## src/rtl/spi_pkg.sv

```systemverilog
// rtl/spi_pkg.sv - shared state encoding and constants for the SPI byte engine
package spi_pkg;

  typedef enum logic [1:0] {
    ST_IDLE = 2'd0,
    ST_LOW  = 2'd1,
    ST_HIGH = 2'd2
  } spi_state_t;

  localparam logic [7:0] SPI_DUMMY_BYTE = 8'hFF;
  localparam logic [2:0] SPI_CS_IDLE    = 3'b111;

  localparam int FLASH = 0;
  localparam int SD    = 1;
  localparam int EXT   = 2;

endpackage

```

## src/rtl/activity_stretch.sv

```systemverilog
// rtl/activity_stretch.sv - stretches chip-select activity so short accesses stay visible on the LED
module activity_stretch #(
  parameter int LED_HOLD_W = 22
) (
  input  logic clk,
  input  logic rst,
  input  logic active,
  output logic led
);

  localparam logic [LED_HOLD_W:0] HOLD_ONE = (LED_HOLD_W+1)'(1);

  // One extra bit so the MSB sets exactly 2^LED_HOLD_W cycles after release.
  logic [LED_HOLD_W:0] hold_cnt;

  always_ff @(posedge clk) begin
    if (rst) begin
      hold_cnt <= '1;
    end else if (active) begin
      hold_cnt <= '0;
    end else if (!hold_cnt[LED_HOLD_W]) begin
      hold_cnt <= hold_cnt + HOLD_ONE;
    end
  end

  assign led = active | ~hold_cnt[LED_HOLD_W];

endmodule

```

## src/rtl/spi_byte_engine.sv

```systemverilog
// rtl/spi_byte_engine.sv - byte-wide mode 0 SPI master with chip-select register and activity LED
module spi_byte_engine #(
  parameter int HALF_PERIOD = 1,
  parameter int LED_HOLD_W  = 22
) (
  input  logic       clk,
  input  logic       rst,
  input  logic       cs_wr,
  input  logic [2:0] cs_din,
  input  logic       data_wr,
  input  logic       data_rd,
  input  logic [7:0] din,
  output logic [7:0] dout,
  output logic       busy,
  output logic       flash_cs_n,
  output logic       sd_cs_n,
  output logic       ext_cs_n,
  output logic       spi_clk,
  output logic       spi_mosi,
  input  logic       flash_miso,
  input  logic       sd_miso,
  input  logic       ext_miso,
  output logic       activity_led
);

  import spi_pkg::*;

  localparam logic [3:0] HALF_RELOAD = 4'(HALF_PERIOD - 1);

  spi_state_t state, next_state;
  logic [3:0] half_cnt;
  logic [2:0] bit_cnt;
  logic [7:0] tx_shift;
  logic [7:0] rx_shift;
  logic [2:0] cs_reg;
  logic [2:0] cs_pend;
  logic       pend_valid;
  logic       phase_done;
  logic       finish;
  logic       miso_bit;
  logic       cs_active;

  assign phase_done = (half_cnt == 4'd0);
  assign finish     = (state == ST_HIGH) && phase_done && (bit_cnt == 3'd7);

  always_comb begin
    miso_bit = 1'b1;
    if (!cs_reg[FLASH]) begin
      miso_bit = flash_miso;
    end else if (!cs_reg[SD]) begin
      miso_bit = sd_miso;
    end else if (!cs_reg[EXT]) begin
      miso_bit = ext_miso;
    end
  end

  always_ff @(posedge clk) begin
    if (rst) begin
      state <= ST_IDLE;
    end else begin
      state <= next_state;
    end
  end

  always_comb begin
    next_state = state;
    case (state)
      ST_IDLE: if (data_wr || data_rd) next_state = ST_LOW;
      ST_LOW:  if (phase_done) next_state = ST_HIGH;
      ST_HIGH: if (phase_done) next_state = (bit_cnt == 3'd7) ? ST_IDLE : ST_LOW;
      default: next_state = ST_IDLE;
    endcase
  end

  always_comb begin
    busy     = (state != ST_IDLE);
    spi_clk  = (state == ST_HIGH);
    spi_mosi = (state == ST_IDLE) ? 1'b1 : tx_shift[7];
  end

  always_ff @(posedge clk) begin
    if (rst) begin
      half_cnt   <= HALF_RELOAD;
      bit_cnt    <= 3'd0;
      tx_shift   <= SPI_DUMMY_BYTE;
      rx_shift   <= SPI_DUMMY_BYTE;
      dout       <= SPI_DUMMY_BYTE;
      cs_reg     <= SPI_CS_IDLE;
      cs_pend    <= SPI_CS_IDLE;
      pend_valid <= 1'b0;
    end else begin
      if (next_state != state) begin
        half_cnt <= HALF_RELOAD;
      end else if (!phase_done) begin
        half_cnt <= half_cnt - 4'd1;
      end

      if (state == ST_IDLE && (data_wr || data_rd)) begin
        tx_shift <= data_wr ? din : SPI_DUMMY_BYTE;
        bit_cnt  <= 3'd0;
      end else if (state == ST_LOW && phase_done) begin
        rx_shift <= {rx_shift[6:0], miso_bit};
      end else if (state == ST_HIGH && phase_done) begin
        tx_shift <= {tx_shift[6:0], 1'b1};
        bit_cnt  <= bit_cnt + 3'd1;
      end

      if (finish) begin
        dout <= rx_shift;
      end

      // Selects only move while SCK is parked: in idle, or on the final falling edge.
      if (state == ST_IDLE) begin
        if (cs_wr) cs_reg <= cs_din;
      end else if (finish) begin
        if (cs_wr) begin
          cs_reg <= cs_din;
        end else if (pend_valid) begin
          cs_reg <= cs_pend;
        end
        pend_valid <= 1'b0;
      end else if (cs_wr) begin
        cs_pend    <= cs_din;
        pend_valid <= 1'b1;
      end
    end
  end

  assign flash_cs_n = cs_reg[FLASH];
  assign sd_cs_n    = cs_reg[SD];
  assign ext_cs_n   = cs_reg[EXT];
  assign cs_active  = (cs_reg != SPI_CS_IDLE);

  activity_stretch #(
    .LED_HOLD_W(LED_HOLD_W)
  ) u_activity_stretch (
    .clk   (clk),
    .rst   (rst),
    .active(cs_active),
    .led   (activity_led)
  );

endmodule

```

## config.mk

```make
export PLATFORM = sky130hd
export DESIGN_NAME = spi_byte_engine
export DESIGN_NICKNAME = d
export VERILOG_FILES = /design/src/rtl/spi_pkg.sv /design/src/rtl/activity_stretch.sv /design/src/rtl/spi_byte_engine.sv
export SDC_FILE = /design/constraint.sdc
export NUM_CORES = 1
export LEC_CHECK = 0
export ABC_AREA = 1
export CORE_UTILIZATION = 30
export CTS_CLUSTER_SIZE = 40
export DETAILED_ROUTE_END_ITERATION = 8
export GPL_ROUTABILITY_DRIVEN = 0
export HOLD_SLACK_MARGIN = 0.02
export PLACE_DENSITY_LB_ADDON = 0.15
export SLEW_MARGIN = 40
export SYNTH_ARGS = -nofsm -noshare
export SYNTH_HDL_FRONTEND = slang
export SYNTH_HIERARCHICAL = 1
export SYNTH_SLANG_ARGS = --single-unit
```

## constraint.sdc

```tcl
create_clock -name clk -period 1.5 [get_ports clk]
set_clock_uncertainty 0.15 [all_clocks]
set_input_delay 0.15 -clock clk [delete_from_list [all_inputs] [get_ports clk]]
set_output_delay 0.15 -clock clk [all_outputs]
set_load 0.02 [all_outputs]
```

==> metrics <==
Synth area leader dfxtp_1; vias in the first global route 2939; R2R Path Start half_cnt[1]; first-pass GRT wire length 13400 um; Net count, final between 500 and 600; Static Leak 2.04 nW; post-synthesis sequential area ratio 0.412; total CTS buffers 9; Routed Antenna Nets 0; Final Critical Period 1.53 ns; Mapped Cells 442; Area contributors post-synth dfxtp_1 41%, nand2_1 17%, nand3_1 10%; combinational fraction of design power 0.293; yosys warns 6; Crit Path Max Fanout 6; H-tree Lvls 3; design area roughly 0.0045 sq mm; total negative slack -0.0771 ns; wire per inst 12.4 um; Worst-Skew Late Latency 0.35 ns; number of buffers and inverters on the critical path 3; run status finished with violations; required time worst endpoint 1.64 ns; CP endpoint kind register; Hold EP tx_shift[0]; row cnt 36; power per cell area 1120 mW/mm^2; CP Cell Sequence inv_2, ha_4, nand2_4, nor2_4, buf_6, nand2_8, buf_12, nand2_8, o211ai_1, nand3_1; initial antenna violation count 0; clk root buf clkbuf_8; largest net degree at the start of global routing 23; Final Cycle Share 1.02; antenna cells 0; Post-DP Area 0.00387 sq mm; Crit path arrival time 1.67 ns; Fin. Hold Viols 0; failing checks negative setup slack; I/O Buffers 33; Post-Syn Area roughly 0.003 sq mm; Final setup viols 5; Slew headroom 0.760; hold_buf cts 0; Horiz. Die Dim 103 um; Max Clock Freq 653 MHz; Yosys top cell area share 0.412; Vias/cell around 4.7; Seq cells post-synth 63; Clock Sinks 63; total number of vias around 3100; WHS Path Cells 3; IR drop worst, VDD 0.000441 V; number of synthesized flops with an enable pin 0; Initial Util 0.311; Post-synth top flop dfxtp_1; IO Count 34; cells on worst reg2reg path 10; R2R Path End tx_shift[5]; Largest register FFs 23; critical path's largest stage delay 0.33 ns; Top reg by flops u_activity_stretch/hold_cnt; power share of the sequential group 0.401; Die Y-Extent between 100 and 150 um; worst reg2reg setup slack -0.03 ns; drt first pass iters 4; hold path start din[0]; Clk pwr share 0.306; Core ar. between 0.009 and 0.01 sq mm; clock transition at the registers of the reported paths 0.08 ns; DP HPWL 5730 um; Hold Slack between 0.2 and 0.3 ns; Worst Max-Slew Pin Slew 0.359 ns; Worst setup SP type register; CP Class register to register; synth-to-layout area growth 48.4%; Async SR Flop Fraction 0; grt ovf 0; fin. max-slew vios 0; cell repeated most along the worst path nand2_8; Synth Net Count ~470; Sw Share 0.349; final core area utilization 0.462; total chip power 5.07 mW; syn_area_per_cell just under 7 sq um; setup ws final -0.0308 ns; cell family with most CP delay simple AND/OR/NAND/NOR gates; CP max-delay cell dfxtp_2; max cap viols 0; Hold Path Class primary input to register; DIE AREA 0.0106 sq mm; CTS Buffer Depth 2; CTS tree built; Starting DRT DRC Count 92; RSZ-0062 raised after global routing yes; DRC viols 0; design internal power around 3.3 mW; Filler Cell Count 1052; GRT Overall Usage 0.164; net load switching power approximately 1.8 mW; synth unique cells 33; share of cells above drive strength 1 0.307; DRT Wirelength slightly above 8000 um
cell usage in the layout (no fill, tap or decap), drive strengths merged:
| master | synthesis | routed |
|---|---|---|
| or2 | 10 | 10 |
| bufinv | 0 | 1 |
| xor2 | 1 | 1 |
| nand4 | 9 | 9 |
| a21oi | 11 | 11 |
| o211ai | 7 | 7 |
| clkdlybuf4s15 | 0 | 2 |
| dlygate4sd2 | 0 | 8 |
| nand3b | 1 | 1 |
| o22ai | 1 | 1 |
| nor3 | 6 | 6 |
| dfxtp | 63 | 63 |
| nand3 | 63 | 63 |
| ha | 4 | 4 |
| clkinvlp | 0 | 2 |
| o221ai | 1 | 1 |
| buf | 2 | 58 |
| o21ai | 17 | 17 |
| clkinv | 1 | 4 |
| nor2 | 47 | 47 |
| clkdlybuf4s50 | 0 | 18 |
| inv | 44 | 45 |
| clkbuf | 7 | 10 |
| a221o | 1 | 1 |
| nand2 | 144 | 145 |
| o21bai | 2 | 2 |
cell families (layout without fill, tap and decap cells):
logic type / Yosys count / in the layout / synth area share
AND/OR/NAND/NOR: 280 / 281 / 0.420
AO/OA/AOI/OAI: 40 / 40 / 0.0786
XOR/XNOR: 1 / 1 / 0.00286
adder cells (fa/ha/maj): 4 / 4 / 0.0164
buffers and inverters: 54 / 148 / 0.0700
flip-flops: 63 / 63 / 0.412
power by group through the flow:
| stage | combinational (mW) | clock (mW) | sequential, mW |
|---|---|---|---|
| finish | 1.49 | 1.55 | 2.03 |
| global placement | 1.29 | 0 | 2.04 |
| CTS | 1.37 | 1.61 | 2.01 |
| global route | 1.66 | 1.68 | 2.06 |
| floorplan | 0.784 | 0 | 2.03 |
| detailed placement | 1.31 | 0 | 2.04 |
tightest hold or removal path: stages:
cell	delay, ns
clkdlybuf4s50_1	0.46
o22ai_1	0.08
nand2_1	0.05
synthesized netlist by cell type, types with 2 or more instances:
master and n:
nand2_1 138, nor2_2 5, nand3_1 62, o21bai_1 2, nor3_1 6, or2_2 2, inv_2 5, nand4_1 9
o211ai_1 7, inv_1 39, ha_1 4, or2_1 7, clkbuf_1 7, nor2_1 36, o21ai_0 15, nand2_4 2
nand2_2 4, dfxtp_1 63, a21oi_1 10, nor2_4 6
through the flow:
| stage | cells | setup slack, ns |
|---|---|---|
| final | 670 | -0.0308 |
| after global routing | 670 | -0.109 |
| after CTS | 668 | -0.0494 |
| after detailed placement | 642 | -0.0737 |
| after global placement | 642 | -0.0400 |
| after floorplan | 442 | 0.0285 |
metal layers:
layer / vias to the layer above / track usage / share of wire
met3: 10 / 0.0447 / 0.033
met1: 1462 / 0.198 / 0.47
met5: - / 0 / 0
li1: 1614 / - / -
met2: 44 / 0.284 / 0.49
met4: 0 / 0.0477 / 0.011
worst max path at each step:
stage | startpoint | to | cells past startpoint
2_1_floorplan | half_cnt[0] | cs_reg[1] | 9
3_3_place_gp | cs_reg[0] | activity_led | 4
3_5_place_dp | half_cnt[0] | half_cnt[1] | 8
4_1_cts | half_cnt[1] | tx_shift[5] | 10
5_1_grt | half_cnt[0] | tx_shift[5] | 10
6_report | half_cnt[1] | tx_shift[5] | 10
repair_timing:
action	CTS	global route
pin swaps	26	19
hold endpoints to repair	0	0
setup endpoints to repair	46	60
buffers inserted	8	3
cloned	2	0
gates resized for setup	73	60
layout make-up:
cell class | instances | area [sq um] | area share
clock inverters | 7 | 81.3 | 0.0179
inverters | 45 | 181 | 0.0400
multi-input cells | 326 | 1900 | 0.419
well taps | 133 | 166 | 0.0367
flip-flops and latches | 63 | 1280 | 0.282
clock buffers | 9 | 124 | 0.0273
repair buffers | 87 | 807 | 0.178
(Power assumes the default switching activity.)
